## src/rtl/uart_tx_pkg.sv

```systemverilog
// Shared definitions for the 16-bit word UART transmitter.
// Holds the FSM state encoding, byte-select constants and frame-length helpers.
// Frame helpers are arithmetic only; the RTL does not depend on them.
package uart_tx_pkg;

   // Word transmitter states; WGAP is only reachable with UART_TX_WORD_GAP_EN
   typedef enum logic [2:0] {
      ST_IDLE  = 3'd0,
      ST_START = 3'd1,
      ST_DATA  = 3'd2,
      ST_STOP  = 3'd3,
      ST_GAP   = 3'd4,
      ST_WGAP  = 3'd5,
      ST_DONE  = 3'd6
   } tx_state_t;

   // The high byte always goes first on the line
   localparam logic BYTE_HI = 1'b0;
   localparam logic BYTE_LO = 1'b1;

   // Bit times in one byte frame: start + 8 data + stop
   localparam int FRAME_BITS = 10;

   // Clock cycles taken by one byte frame including its trailing gap bits
   function automatic int frame_cycles(input int clks_per_bit, input int gap_bits);
      return (FRAME_BITS + gap_bits) * clks_per_bit;
   endfunction

   // Clock cycles from accept edge to the Done pulse (inclusive of the Done cycle)
   function automatic int word_cycles(input int clks_per_bit, input int gap_bits,
                                      input int word_gap_bits);
      return 2 * frame_cycles(clks_per_bit, gap_bits)
             + word_gap_bits * clks_per_bit + 1;
   endfunction

endpackage

```

## src/rtl/uart_tx_bit_timer.sv

```systemverilog
// Bit-period divider for the UART transmitter.
// Counts 0..CLKS_PER_BIT-1 while enabled and flags the last cycle of each bit.
// load_i restarts the count so a new frame begins on a clean bit boundary.
module uart_tx_bit_timer #(
   parameter int CLKS_PER_BIT = 104
) (
   input  logic clk_i,
   input  logic rst_i,
   input  logic load_i,
   input  logic en_i,
   output logic bit_tick_o
);

   localparam logic [15:0] LAST_CNT = 16'(CLKS_PER_BIT - 1);

   logic [15:0] cnt_q;
   logic [15:0] cnt_d;

   // Tick marks the final cycle of the current bit; the FSM advances on it
   assign bit_tick_o = en_i && (cnt_q == LAST_CNT);

   // Next count: restart on load, wrap at the end of a bit, hold when idle
   always_comb begin
      cnt_d = cnt_q;
      if (load_i) begin
         cnt_d = '0;
      end else if (en_i) begin
         if (cnt_q == LAST_CNT) begin
            cnt_d = '0;
         end else begin
            cnt_d = cnt_q + 16'd1;
         end
      end
   end

   // Counter register
   always_ff @(posedge clk_i or posedge rst_i) begin
      if (rst_i) begin
         cnt_q <= '0;
      end else begin
         cnt_q <= cnt_d;
      end
   end

endmodule

```

## src/rtl/uart_tx_word.sv

```systemverilog
// 16-bit word UART transmitter: two 8N1 frames, high byte first, GAP_BITS idle after each.
// Latency: start bit appears the cycle after accept; Done pulses after both frames (+WGAP).
// No queuing: i_Tx_DV is ignored unless o_Tx_Ready. Optional macro UART_TX_WORD_GAP_EN adds WGAP.
module uart_tx_word
   import uart_tx_pkg::*;
#(
   parameter int CLKS_PER_BIT = 104,
   parameter int GAP_BITS     = 1
`ifdef UART_TX_WORD_GAP_EN
   ,
   parameter int WORD_GAP_BITS = 20
`endif
) (
   input  logic        i_Clock,
   input  logic        i_Reset,
   input  logic        i_Tx_DV,
   input  logic [15:0] i_Tx_Word,
   output logic        o_Tx_Ready,
   output logic        o_Tx_Active,
   output logic        o_Tx_Serial,
   output logic        o_Tx_Done
);

   // Reject illegal configurations at elaboration
   if (CLKS_PER_BIT < 4 || CLKS_PER_BIT > 65535) begin : g_bad_cpb
      $error("uart_tx_word: CLKS_PER_BIT out of range 4..65535");
   end
   if (GAP_BITS < 1 || GAP_BITS > 15) begin : g_bad_gap
      $error("uart_tx_word: GAP_BITS out of range 1..15");
   end
`ifdef UART_TX_WORD_GAP_EN
   if (WORD_GAP_BITS < 1 || WORD_GAP_BITS > 65535) begin : g_bad_wgap
      $error("uart_tx_word: WORD_GAP_BITS out of range 1..65535");
   end
   localparam logic [15:0] LAST_WGAP = 16'(WORD_GAP_BITS - 1);
`endif

   localparam logic [3:0] LAST_GAP = 4'(GAP_BITS - 1);

   tx_state_t   state_q;
   logic [15:0] shadow_q;
   logic        byte_sel_q;
   logic [2:0]  bit_idx_q;
   logic [3:0]  gap_cnt_q;
`ifdef UART_TX_WORD_GAP_EN
   logic [15:0] wgap_cnt_q;
`endif
   logic        serial_q;
   logic        ready_q;
   logic        active_q;
   logic        done_q;

   logic        accept;
   logic        timer_en;
   logic        bit_tick;
   logic [7:0]  cur_byte;
   logic [2:0]  bit_idx_nxt;

   assign accept      = i_Tx_DV && ready_q;
   assign timer_en    = (state_q != ST_IDLE) && (state_q != ST_DONE);
   assign cur_byte    = (byte_sel_q == BYTE_HI) ? shadow_q[15:8] : shadow_q[7:0];
   assign bit_idx_nxt = bit_idx_q + 3'd1;

   uart_tx_bit_timer #(
      .CLKS_PER_BIT(CLKS_PER_BIT)
   ) u_bit_timer (
      .clk_i     (i_Clock),
      .rst_i     (i_Reset),
      .load_i    (accept),
      .en_i      (timer_en),
      .bit_tick_o(bit_tick)
   );

   // Word FSM: sequences both frames and registers every line/status output
   always_ff @(posedge i_Clock or posedge i_Reset) begin
      if (i_Reset) begin
         state_q    <= ST_IDLE;
         shadow_q   <= '0;
         byte_sel_q <= BYTE_HI;
         bit_idx_q  <= '0;
         gap_cnt_q  <= '0;
`ifdef UART_TX_WORD_GAP_EN
         wgap_cnt_q <= '0;
`endif
         serial_q   <= 1'b1;
         ready_q    <= 1'b1;
         active_q   <= 1'b0;
         done_q     <= 1'b0;
      end else begin
         case (state_q)
            ST_IDLE: begin
               if (accept) begin
                  shadow_q   <= i_Tx_Word;
                  byte_sel_q <= BYTE_HI;
                  state_q    <= ST_START;
                  serial_q   <= 1'b0;
                  ready_q    <= 1'b0;
                  active_q   <= 1'b1;
               end
            end

            ST_START: begin
               if (bit_tick) begin
                  state_q   <= ST_DATA;
                  bit_idx_q <= '0;
                  serial_q  <= cur_byte[0];
               end
            end

            ST_DATA: begin
               if (bit_tick) begin
                  if (bit_idx_q == 3'd7) begin
                     state_q  <= ST_STOP;
                     serial_q <= 1'b1;
                  end else begin
                     bit_idx_q <= bit_idx_nxt;
                     serial_q  <= cur_byte[bit_idx_nxt];
                  end
               end
            end

            ST_STOP: begin
               if (bit_tick) begin
                  state_q   <= ST_GAP;
                  gap_cnt_q <= '0;
               end
            end

            ST_GAP: begin
               if (bit_tick) begin
                  if (gap_cnt_q == LAST_GAP) begin
                     if (byte_sel_q == BYTE_HI) begin
                        // Second frame reuses START with the low byte selected
                        byte_sel_q <= BYTE_LO;
                        state_q    <= ST_START;
                        serial_q   <= 1'b0;
                     end else begin
`ifdef UART_TX_WORD_GAP_EN
                        state_q    <= ST_WGAP;
                        wgap_cnt_q <= '0;
`else
                        state_q  <= ST_DONE;
                        active_q <= 1'b0;
                        done_q   <= 1'b1;
`endif
                     end
                  end else begin
                     gap_cnt_q <= gap_cnt_q + 4'd1;
                  end
               end
            end

`ifdef UART_TX_WORD_GAP_EN
            ST_WGAP: begin
               // Long idle window so the far-end receiver can resynchronise
               if (bit_tick) begin
                  if (wgap_cnt_q == LAST_WGAP) begin
                     state_q  <= ST_DONE;
                     active_q <= 1'b0;
                     done_q   <= 1'b1;
                  end else begin
                     wgap_cnt_q <= wgap_cnt_q + 16'd1;
                  end
               end
            end
`endif

            ST_DONE: begin
               done_q  <= 1'b0;
               ready_q <= 1'b1;
               state_q <= ST_IDLE;
            end

            default: begin
               state_q  <= ST_IDLE;
               serial_q <= 1'b1;
               ready_q  <= 1'b1;
               active_q <= 1'b0;
               done_q   <= 1'b0;
            end
         endcase
      end
   end

   assign o_Tx_Ready  = ready_q;
   assign o_Tx_Active = active_q;
   assign o_Tx_Serial = serial_q;
   assign o_Tx_Done   = done_q;

endmodule

```

## config.mk

```make
export PLATFORM = sky130hd
export DESIGN_NAME = uart_tx_word
export DESIGN_NICKNAME = d
export VERILOG_FILES = /design/src/rtl/uart_tx_pkg.sv /design/src/rtl/uart_tx_bit_timer.sv /design/src/rtl/uart_tx_word.sv
export SDC_FILE = /design/constraint.sdc
export NUM_CORES = 1
export LEC_CHECK = 0
export ABC_AREA = 1
export BUFFER_PORTS_ARGS = -buffer_cell sky130_fd_sc_hd__clkbuf_2
export CAP_MARGIN = 20
export CORE_ASPECT_RATIO = 1.2
export CORE_MARGIN = 8
export CORE_UTILIZATION = 45
export CTS_CLUSTER_SIZE = 24
export DETAILED_ROUTE_END_ITERATION = 12
export MAX_ROUTING_LAYER = met4
export PLACE_DENSITY = 0.67
export SYNTH_ARGS = -nofsm -noshare
export SYNTH_HDL_FRONTEND = slang
export SYNTH_HIERARCHICAL = 1
export SYNTH_SLANG_ARGS = --single-unit
```

## constraint.sdc

```tcl
create_clock -name i_Clock -period 2.9 [get_ports i_Clock]
set_input_delay 0.58 -clock i_Clock [delete_from_list [all_inputs] [get_ports i_Clock]]
set_output_delay 0.58 -clock i_Clock [all_outputs]
set_load 0.02 [all_outputs]
```

## Yosys cells after proc, flatten, opt, wreduce, memory -nomap -nowiden

Cells that the tools add are included.

| storage, ports and cells | value |
|---|---|
| register bits | 47 |
| input port bits | 19 |
| output and inout port bits | 4 |
| word-level logic and storage cells | 104 |

| operators by class | value |
|---|---|
| $add $sub $neg | 3 |
| magnitude comparators | 1 |
| equal/unequal tests | 19 |
| muxes and demuxes | 44 |
| bitwise gates (word level) | 4 |
| reduce and logical (&&, ||, !) cells | 23 |

Operators with widths:

| operator | number |
|---|---|
| 16-bit 2-to-1 mux | 3 |
| 3-bit 2-to-1 mux | 11 |
| 2-bit != test (second input constant) | 11 |
| 1-bit 2-to-1 mux | 17 |
| 16-bit by 1-bit adder with 16-bit output (second input constant) | 1 |
| 16-bit by 7-bit equality test with 1-bit output (second input constant) | 1 |
| 4-bit AND reduction | 4 |
| 3-bit one-hot mux with 5 select lines | 1 |
| 7-bit AND reduction | 2 |
| 4-bit 2-to-1 mux | 3 |
| 4-bit OR reduction | 3 |
| 3-bit equality test (second input constant) | 3 |
| 8-bit 2-to-1 mux | 1 |
| 4-bit one-hot mux with 2 select lines | 1 |
| 2-bit nonzero test | 4 |
| 3-bit by 2-bit equality test with 1-bit output (second input constant) | 2 |
| 1-bit one-hot mux with 2 select lines | 3 |
| 3-bit one-hot mux with 2 select lines | 1 |
| 1-bit one-hot mux with 5 select lines | 1 |
| 5-bit AND reduction | 1 |
| 4-bit by 1-bit adder with 4-bit output (second input constant) | 1 |
| 4-bit zero test | 1 |
| 3-bit by 4-bit less-than comparator with 1-bit output (second input constant) | 1 |
| 1-bit inverter | 4 |
| 10 further kinds | 13 |

## Logic depth before layout (Yosys ltp)

Gate-level depths: netlist of run 1.

| depth | value |
|---|---|
| word-level depth | 6 |
| gate-level depth with buffers | 13 |
| gate-level depth less buffers | 13 |

## Cells and area by module

Netlist of run 1, hierarchy kept.

By module, submodules not included:

| module | instances | cells an instance | area an instance (sq um) | seq. area each (sq um) |
|---|---|---|---|---|
| uart_tx_word | 1 | 225 | 1760.4 | 778.2 |
| uart_tx_bit_timer | 1 | 153 | 1067.3 | 400.4 |

## Worst setup path after synthesis of run 1

OpenSTA, ideal clock, no wires.

| timing | value |
|---|---|
| path type | reg-to-reg |
| from | register state_q[0] |
| to | register state_q[1] |
| library setup time | 0.122 ns |
| arrival time | 2.229 ns |
| required time | 2.778 ns |
| path slack | 0.548 ns |
| stages on the path, launching flop included | 14 |
| buffers on the path | 0 |
| clock period less this slack | 2.352 ns |
| cell sequence | dfrtp_1 nor2_2 inv_4 nor2_4 a21oi_1 inv_1 nor4_1 inv_1 nand2_4 nand2_2 nor2_2 nand4_2 nand2_1 o21ai_1 |

| on the way | value |
|---|---|
| longest elaborated chain between the ends | 5 |
| elaborated cells on any way between the ends | 18 |
| classes of those cells | 12 x eq/ne; 1 x mux; 5 x reduce/logical |

RTL lines:

| element | line | RTL |
|---|---|---|
| from (decl) | uart_tx_word.sv:40 | `tx_state_t state_q;` |
| from (signal assigned) | uart_tx_word.sv:77 | `state_q <= ST_IDLE;` |
| from (signal assigned) | uart_tx_word.sv:95 | `state_q <= ST_START;` |
| from (signal assigned) | uart_tx_word.sv:104 | `state_q <= ST_DATA;` |
| 3-bit != test / 3-bit nonzero test (equally long branches) | uart_tx_word.sv:60 | `assign timer_en = (state_q != ST_IDLE) && (state_q != ST_DONE);` |
| 1-bit logical AND (*) | uart_tx_word.sv:60 |  |
| via timer_en | uart_tx_word.sv:54 | `logic timer_en;` |
| 1-bit logical AND (*) | uart_tx_bit_timer.sv:20 | `assign bit_tick_o = en_i && (cnt_q == LAST_CNT);` |
| via bit_tick | uart_tx_word.sv:55 | `logic bit_tick;` |
| 2-bit != test (no source line) | n/a |  |
| 7-bit AND reduction (no source line) (*) | n/a |  |

The timed path passes the listed nets; every way through them passes the cells marked *.
A chain may end at the register's enable or synchronous reset.

## Final worst setup path of run 1

| timing | value |
|---|---|
| from | register state_q[2] |
| to | register state_q[1] |

The elaborated chain is that of the path after synthesis.

==> metrics.yaml, run 1 <==
routing:
  first_pass_iters: 4
  route.detailed.drc: 0
  first_iter_violations: 168
  wl_um: 6350
  vias: 2449
  antenna_left: 0
  via_per_inst: 5.02
  wl_per_cell_um: 13.0
cts:
  ctsHoldBuffers: 0
  cts_buffers: 5
  cts_buffer_depth: 2
  cts_max_level: 2
  ctsResizeCount: 0
  clockRootBuffer: "clkbuf_8"
  cts_setup_buffers: 0
  clkSlewWorstSetupHoldPaths_ns: 0.10
  insertion_delay_ns: 0.31
  cts_tree: "done"
  cts.sinks: 47
setup_path:
  r2r_slack_ns: 0.54
  worstPathRequired_ns: 3.08
  slowest_delay_ns: 0.61
  rr_endpoint: "state_q[1]"
  r2r_cells: 11
  path_cells: "nor2_4 -> a21oi_1 -> inv_1 -> nor4_2 -> inv_1 -> nand2_4 -> nand2_2 -> nor2_2 -> nand4_2 -> nand2_1 -> o21ai_1"
  rr_startpoint: "state_q[2]"
  critPathLaunch: "state_q[2]"
  worst_path_most_repeated_cell: "inv_1"
  cp-endpoint: "state_q[1]"
  cpMaxStageDelayCell: "dfrtp_1"
  critPathKind: "flop to flop"
  critPathLaunchType: "flop"
  critPathCaptureType: "flop"
  arrival_ns: 2.54
  path_max_fanout: 10
power:
  leakage_nw: 1.60
  peakVddDrop_mv: 0.336
  powerDensity_nw_per_um2: 797
  p_total_mw: 2.51
sta:
  worstMarginPinSlew_ns: 0.644
  finalSetupViolCount: 0
  hold_viol: 0
  rsz0062_at_grt: "false"
  relSlewSlack_pct: 57.0
  finClkSkew_ns: 0.0158
  tns_ns: 0
  final-max-slew-violation-count: 0
  fin_crit_sh_pct: 81.4
  period_needed_ns: 2.36
  max_clock_freq_ghz: 0.424
  finalWorstSetupSlack_ns: 0.540
global_routing:
  grt_pass1_wl_um: 11000
  grt_max_degree: 32
  grt_pass1_vias: 2447
  grt_antenna_before_repair: 0
  grt.total_usage_pct: 15.8
  grt_overflow_total: 0
placed_design:
  placedCellCount: 480
  io_buffers: 22
  gp_congestion: 0.993
  place_hpwl_um: 4780
  preCtsSetupSlack_ns: 0.382
run:
  cap_viol_max_count: 0
floorplanning:
  initial_utilization_pct: 46.7
  die_h_um: 103
  ios: 23
  die_w_um: 88.4
  core_area_sq_um: 6050
  placementRows: 31
  die-area_sq_um: 9090
yosys:
  yosys_most_used_dff: "dfrtp_1"
  yosysMostFrequentCell: "nand2_1"
  synth.cell_area_sq_um: 2830
  synth-seq-cells: 47
  netlist_top_cells_area: "dfrtp_1 40%, nand2_1 17%, nand3_1 7.1%, inv_1 4.6%, nor2_1 4.0%"
  yosysTopAreaCell: "dfrtp_1"
  synth_top_area_share_pct: 39.8
  async_flop_share_pct: 100
  synth.top_cells.by_count: "126 x nand2_1, 45 x dfrtp_1, 40 x nand3_1"
  ys_warn_count: 6
  syn_avg_cell_area_sq_um: 7.48
  synth_nets: 402
  synth_edf_count: 0
  ys_types: 34
  syn_inst: 378
  seq_area_frac_synth_pct: 41.7
finish:
  antenna_cells: 0
  fin_util_pct: 52.0
  nets: 429
  final_cells: 488
  area_growth_syn_to_layout_pct: 11.2
  drive_gt1_share_pct: 18.5
min_path:
  hold_path.class: "primary input to async pin"
run_status:
  outcome: "finished, final reports clean"
worst max-delay path: cells and delay by family, from the launching register on:
family                 cells  cell delay (ns)
AND/OR/NAND/NOR            7             1.06
buffers and inverters      2             0.33
flip-flops                 1             0.61
AO/OA/AOI/OAI              2             0.24
routing by layer:
layer / track usage (%) / up-vias / part of all wire [%]
li1: - / 1253 / -
met1: 18.3 / 1147 / 45
met2: 26.6 / 37 / 50
met3: 2.79 / 12 / 2.4
met4: 6.00 / 0 / 2.1
met5: - / - / 0
state kept, by name, indices dropped and copies added (netlist names):
name,flops
gap_cnt_q,4
u_bit_timer/cnt_q,16
state_q,3
o_Tx_Serial,1
bit_idx_q,3
o_Tx_Ready,1
o_Tx_Active,1
shadow_q,16
o_Tx_Done,1
byte_sel_q,1
report_power, final:
part / leakage, nW / internal, mW / switching, mW
registers: 0.614 / 0.843 / 0.155
logic: 0.929 / 0.336 / 0.681
clock network: 0.0587 / 0.261 / 0.231
cells by family after synthesis:
group	share of synthesized area, %
adder cells (fa/ha/maj)	2.21
AO/OA/AOI/OAI	7.52
AND/OR/NAND/NOR	38.3
buffers and inverters	7.83
XOR/XNOR	2.48
flip-flops	41.7
cell type report:
| class | instances | area, sq um |
|---|---|---|
| Tap cell | 82 | 103 |
| Multi-Input combinational cell | 279 | 1430 |
| Fill cell | 627 | 2910 |
| Timing Repair Buffer | 25 | 133 |
| Inverter | 47 | 181 |
| Clock buffer | 5 | 68.8 |
| Sequential cell | 47 | 1180 |
| Clock inverter | 3 | 47.5 |
through the flow:
stage / hold slack, ns / instance area, sq um
final: 0.335 / 3150
after global routing: 0.360 / 3150
after CTS: 0.344 / 3140
after detailed placement: 0.460 / 3020
after global placement: 0.455 / 3020
after floorplan: 0.442 / 2830
worst min path at each step:
stage / from / end / slack (ns) / cells after the start
after floorplan: shadow_q[0] / shadow_q[0] / 0.44 / 2
after global placement: shadow_q[1] / shadow_q[1] / 0.45 / 2
after detailed placement: shadow_q[11] / shadow_q[11] / 0.46 / 2
after CTS: i_Reset / byte_sel_q / 0.34 / 3
after global routing: i_Reset / shadow_q[8] / 0.36 / 3
final: i_Reset / u_bit_timer/cnt_q[0] / 0.33 / 2
cell usage in the layout (no fill, tap or decap), drive strengths merged, types with 7 or more instances in the layout:
| master | n |
|---|---|
| nand2 | 136 |
| a21oi | 11 |
| dfrtp | 45 |
| inv | 44 |
| clkbuf | 27 |
| nand3 | 41 |
| xor2 | 7 |
| o21ai | 18 |
| nor2 | 45 |
| nand4 | 8 |
Power figures use the tool's default switching activity.
==> inputs of run 2 (changes only) <==
==> constraint.sdc (replaced) <==
create_clock -name i_Clock -period 2.2 [get_ports i_Clock]
set_input_delay 0.44 -clock i_Clock [delete_from_list [all_inputs] [get_ports i_Clock]]
set_output_delay 0.44 -clock i_Clock [all_outputs]
set_load 0.02 [all_outputs]
==> metrics.yaml, run 2 (synthesis gave the netlist of run 1 again) <==
placed_design:
  placement.cell_area_sq_um: 3070  # +1.6%
  place_hpwl_um: 4940  # +3.3%
  gp_congestion: 0.958  # -3.5%
  io_buffers: 22  # unchanged
  placedCellCount: 485  # +1.0%
floorplanning:
  core_area_sq_um: 6050  # unchanged
  die-area_sq_um: 9090  # unchanged
  placementRows: 31  # unchanged
  die_h_um: 103  # unchanged
  initial_utilization_pct: 46.7  # unchanged
  die_w_um: 88.4  # unchanged
  ios: 23  # unchanged
finish:
  final_common_cell: "nand2_1"
  drive_gt1_share_pct: 20.0  # +1.5 points
  area_growth_syn_to_layout_pct: 13.2
  nFillCells: 610  # -2.7%
  final_cells: 493  # +1.0%
  antenna_cells: 0  # unchanged
  top_regs: "shadow_q (16), u_bit_timer/cnt_q (16), gap_cnt_q (4)"
  nets: 434  # +1.2%
  regArea_sq_um: 1180  # unchanged
  multiInputGateArea_sq_um: 1450  # +0.87%
  stdcell_area_sq_um: 3200  # +1.8%
  layout_common_cells: "126 x nand2_1, 45 x dfrtp_1, 40 x nand3_1, 34 x inv_1, 30 x nor2_1"
routing:
  antenna_left: 0  # unchanged
  first_pass_iters: 4  # unchanged
  wl_um: 6380  # +0.50%
  wl_per_cell_um: 12.9  # -0.52%
  vias: 2515  # +2.7%
  via_per_inst: 5.10  # +1.7%
  route.detailed.drc: 0  # unchanged
  first_iter_violations: 192  # +14%
cts:
  cts_max_level: 2  # unchanged
  cts_buffer_depth: 2  # unchanged
  cts_setup_buffers: 0  # unchanged
  cts.sinks: 47  # unchanged
  ctsHoldBuffers: 0  # unchanged
  cts_buffers: 5  # unchanged
  clockRootBuffer: "clkbuf_8"
  cts_tree: "done"
  clkSlewWorstSetupHoldPaths_ns: 0.09  # about the same
  insertion_delay_ns: 0.30  # about the same
setup_path:
  r2r_slack_ns: 0.17  # -0.37 ns
  path_max_fanout: 4  # -6
  rr_startpoint: "state_q[0]"
  critPathCaptureType: "flop"
  critPathLaunchType: "flop"
  worst_path_most_repeated_cell: "nor2_2"
  slowest_delay_ns: 0.42  # -0.19 ns
  cpMaxStageDelayCell: "dfrtp_1"
  r2r_cells: 13  # +2
  cp_num_buf_inv: 3  # +1
  path_cells: "nor2_2 -> inv_4 -> nor2_4 -> a21oi_2 -> inv_1 -> nor4_4 -> inv_2 -> nand2_4 -> nand2_2 -> nor2_2 -> nand4_2 -> nand2_1 -> o21ai_1"
  rr_endpoint: "state_q[1]"
  crit_family: "simple AND/OR/NAND/NOR gates"
  critPathKind: "flop to flop"
  worstPathRequired_ns: 2.39  # -0.69 ns
  arrival_ns: 2.22  # -0.32 ns
sta:
  max_clock_freq_ghz: 0.492  # +16%
  tns_ns: 0  # unchanged
  relSlewSlack_pct: 59.8  # +2.8 points
  worstMarginPinSlew_ns: 0.602  # -0.0420 ns
  finClkSkew_ns: 0.00757  # -0.00823 ns
  finalSetupViolCount: 0  # unchanged
  fin_crit_sh_pct: 92.3  # +11 points
  period_needed_ns: 2.03  # -0.329 ns
  rsz0062_at_grt: "false"
  final-max-slew-violation-count: 0  # unchanged
  holdWs_ns: 0.190  # -0.145 ns
  hold_viol: 0  # unchanged
power:
  leakage_nw: 1.63  # +1.9%
  switching_share_pct: 42.3  # -0.30 points
  clkPwrFrac_pct: 20.0  # +0.3 points
  combPwrFrac_pct: 41.2  # +0.6 points
  p_switching_mw: 1.43  # +34%
  p_total_mw: 3.39  # +35%
  power_frac_seq_pct: 38.8  # -1.0 points
  powerDensity_nw_per_um2: 1060  # +33%
  peakVddDrop_mv: 0.564  # +68%
  internal_power_mw: 1.96  # +36%
global_routing:
  grt_max_degree: 32  # unchanged
  grt_antenna_before_repair: 0  # unchanged
  grt_pass1_wl_um: 11000  # +0.25%
  grt_pass1_vias: 2405  # -1.7%
  grt.total_usage_pct: 15.7  # -0.094 points
  grt_overflow_total: 0  # unchanged
run_status:
  outcome: "finished, final reports clean"
run:
  cap_viol_max_count: 0  # unchanged
min_path:
  hold_path.class: "primary input to async pin"
==> run 2: changes by cell type in the layout (fill, tap and decap cells not counted) <==
cell | before | now
clkinv_4 | 1 | 0
inv_1 | 35 | 34
a21oi_2 | 1 | 2
nor4_4 | 0 | 1
clkbuf_8 | 5 | 6
buf_4 | 3 | 8
inv_2 | 6 | 7
nor4_2 | 1 | 0
a21oi_1 | 9 | 8
==> run 2: worst max path at each step <==
| stage | start | to | slack (ns) | cells past startpoint |
|---|---|---|---|---|
| global route | state_q[0] | state_q[0] | 0.05 | 12 |
| finish | state_q[0] | state_q[1] | 0.17 | 13 |
| global placement | state_q[1] | state_q[1] | 0.15 | 13 |
| floorplan | state_q[0] | state_q[1] | 0.1 | 13 |
| CTS | state_q[0] | state_q[1] | 0.09 | 13 |
| detailed placement | state_q[0] | state_q[1] | 0.11 | 13 |
==> run 2: what timing repair did <==
action,in CTS,in global routing
resized for setup,0,2
endpoints found under the hold margin,0,0
endpoints found under the setup margin,0,3
==> run 2: cell type report <==
class	instances	share of cell area, %
inverters	47	5.67
multi-input cells	279	45.2
clock buffers	6	2.58
well taps	82	3.21
clock inverters	2	1.21
repair buffers	30	5.32
flip-flops and latches	47	36.8
==> run 2: metal layers <==
metal  share of wire [%]  vias up  track usage (%)
li1                    -     1259                -
met3                 4.7       11             2.63
met1                  44     1172             19.0
met2                  50       73             26.0
met4                 1.5        0             4.95
met5                   0        -                -
==> run 2: through the flow <==
| stage | utilization (%) | worst slack [ns] |
|---|---|---|
| final | 52.9 | 0.169 |
| after global routing | 52.9 | 0.0499 |
| after CTS | 52.8 | 0.0858 |
| after detailed placement | 50.7 | 0.114 |
| after global placement | 50.7 | 0.148 |
| after floorplan | - | 0.0995 |
==> run 2: power by group through the flow <==
stage	Clock, mW	Combinational [mW]	Sequential [mW]
after floorplan	0	1.07	1.29
after global placement	0	1.38	1.32
after detailed placement	0	1.39	1.33
after CTS	0.703	1.40	1.31
after global routing	0.736	1.58	1.35
final	0.677	1.40	1.31
==> inputs of run 3 (changes only) <==
--- a/config.mk
+++ b/config.mk
@@ -10,11 +10,11 @@
 export CAP_MARGIN = 20
 export CORE_ASPECT_RATIO = 1.2
 export CORE_MARGIN = 8
-export CORE_UTILIZATION = 45
+export CORE_UTILIZATION = 60
 export CTS_CLUSTER_SIZE = 24
 export DETAILED_ROUTE_END_ITERATION = 12
 export MAX_ROUTING_LAYER = met4
-export PLACE_DENSITY = 0.67
+export PLACE_DENSITY = 0.84
 export SYNTH_ARGS = -nofsm -noshare
 export SYNTH_HDL_FRONTEND = slang
 export SYNTH_HIERARCHICAL = 1
==> metrics.yaml, run 3 (synthesis gave the netlist of run 1 again) <==
routing:
  vias: 2465  # -2.0%
  wl_um: 6430  # +0.77%
  first_pass_iters: 5  # +1
  via_per_inst: 5.27  # +3.2%
  route.detailed.drc: 0  # unchanged
  wl_per_cell_um: 13.7  # +6.2%
  first_iter_violations: 186  # -3.1%
  antenna_left: 0  # unchanged
cts:
  cts_buffer_depth: 2  # unchanged
  cts_buffers: 5  # unchanged
  cts_max_level: 2  # unchanged
  cts.sinks: 47  # unchanged
  cts_tree: "done"
  insertion_delay_ns: 0.30  # about the same
  clockRootBuffer: "clkbuf_8"
  clkSlewWorstSetupHoldPaths_ns: 0.09  # about the same
setup_path:
  cpMaxStageDelayCell: "dfrtp_1"
  critPathCaptureType: "flop"
  critPathKind: "flop to flop"
  rr_startpoint: "u_bit_timer/cnt_q[1]"
  arrival_ns: 2.18  # -0.04 ns
  rr_endpoint: "state_q[1]"
  worstPathRequired_ns: 2.39  # about the same
  path_max_fanout: 4  # unchanged
  critPathLaunchType: "flop"
  slowest_delay_ns: 0.38  # -0.04 ns
  worst_path_most_repeated_cell: "nand2_1"
  r2r_slack_ns: 0.21  # +0.04 ns
  path_cells: "ha_1 -> nand2_1 -> clkinv_1 -> nand4_1 -> nor4_4 -> inv_2 -> nand2_4 -> nand2_2 -> nor2_4 -> nand4_4 -> nand2_1 -> o21ai_1"
  r2r_cells: 12  # -1
sta:
  fin_crit_sh_pct: 90.6  # -1.7 points
  finClkSkew_ns: 0.00424  # -0.00333 ns
  relSlewSlack_pct: 55.9  # -4.0 points
  holdWs_ns: 0.209  # +0.0190 ns
  final-max-slew-violation-count: 0  # unchanged
  hold_viol: 0  # unchanged
  tns_ns: 0  # unchanged
  max_clock_freq_ghz: 0.501  # +1.8%
  worstMarginPinSlew_ns: 0.661  # +0.0593 ns
  finalSetupViolCount: 0  # unchanged
  rsz0062_at_grt: "false"
  period_needed_ns: 1.99  # -0.0369 ns
finish:
  top_regs: "shadow_q (16), u_bit_timer/cnt_q (16), gap_cnt_q (4)"
  multiInputGateArea_sq_um: 1460  # +0.95%
  nFillCells: 388  # -36%
  nets: 434  # unchanged
  regArea_sq_um: 1180  # unchanged
  layout_common_cells: "126 x nand2_1, 45 x dfrtp_1, 40 x nand3_1, 34 x inv_1, 30 x nor2_1"
  drive_gt1_share_pct: 19.8  # -0.20 points
  antenna_cells: 0  # unchanged
  final_common_cell: "nand2_1"
  fin_util_pct: 69.5  # +17 points
  area_growth_syn_to_layout_pct: 12.1
global_routing:
  grt_antenna_before_repair: 0  # unchanged
  grt_pass1_wl_um: 11200  # +1.4%
  grt_pass1_vias: 2492  # +3.6%
  grt_max_degree: 32  # unchanged
  grt_overflow_total: 0  # unchanged
  grt.total_usage_pct: 19.8  # +4.1 points
min_path:
  hold_path.class: "primary input to async pin"
placed_design:
  gp_congestion: 0.959  # +0.15%
  io_buffers: 22  # unchanged
  place_hpwl_um: 4860  # -1.6%
floorplanning:
  placementRows: 27  # -13%
  core_area_sq_um: 4560  # -25%
  die-area_sq_um: 7170  # -21%
  die_w_um: 78.7  # -11%
  initial_utilization_pct: 62.0  # +15 points
  ios: 23  # unchanged
  die_h_um: 91.2  # -11%
power:
  leakage_nw: 1.62  # -0.77%
  peakVddDrop_mv: 0.615  # +9.2%
  p_total_mw: 3.40  # +0.26%
  powerDensity_nw_per_um2: 1070  # +1.2%
run_status:
  outcome: "finished, final reports clean"
run:
  cap_viol_max_count: 0  # unchanged
-- run 3: changes by cell type in the layout (fill, tap and decap cells not counted) --
cell	delta
nand4_4	+1
nand4_2	-1
clkbuf_8	-1
nor2_2	-1
nor2_4	+1
clkinvlp_4	+1
inv_6	-1
-- run 3: worst max-delay path: cells and delay by family (launching register included) --
kind / cells / cell delay [ns]
and+or+nand+nor: 8 / 1.04
DFF: 1 / 0.38
adders and majority gates: 1 / 0.20
AOI/OAI and AO/OA: 1 / 0.06
buffers and inverters: 2 / 0.21
-- run 3: what timing repair did --
action	CTS	global route
gates resized for setup	0	4
hold buffers	0	0
endpoints found under the setup margin	0	5
buffers inserted	0	2
-- run 3: report_power, final --
part	internal [mW]	total, mW	switching, mW
registers	1.11	1.29	0.182
logic	0.509	1.48	0.973
clock network	0.332	0.620	0.288
-- run 3: worst max path at each step --
| stage | from | cells after the start | endpoint |
|---|---|---|---|
| finish | u_bit_timer/cnt_q[1] | 12 | state_q[1] |
| floorplan | state_q[0] | 13 | state_q[1] |
| detailed placement | state_q[0] | 13 | state_q[1] |
| CTS | state_q[0] | 13 | state_q[1] |
| global placement | state_q[1] | 13 | state_q[1] |
| global route | u_bit_timer/cnt_q[1] | 12 | state_q[1] |
-- run 3: cell type report --
type / instances / area share [%]
tap: 58 / 2.29
multi-input combinational: 279 / 46.1
timing repair buffer: 30 / 5.37
sequential: 47 / 37.2
clock inverter: 2 / 1.18
inverter: 47 / 5.72
clock buffer: 5 / 2.17
-- run 3: per-layer routing --
layer  GRT usage, %  vias up  wire, um
li1               -     1261         -
met1           22.0     1140      2660
met2           34.1       50      3410
met3           3.06       14       196
met4           8.67        0       159
met5              -        -         0
-- run 3: through the flow --
step / setup slack [ns] / instances / area, sq um
after global placement: 0.177 / 459 / 3030
after detailed placement: 0.0988 / 459 / 3030
after floorplan: 0.0995 / 378 / 2840
after CTS: 0.0745 / 466 / 3130
after global routing: 0.00722 / 468 / 3170
final: 0.206 / 468 / 3170
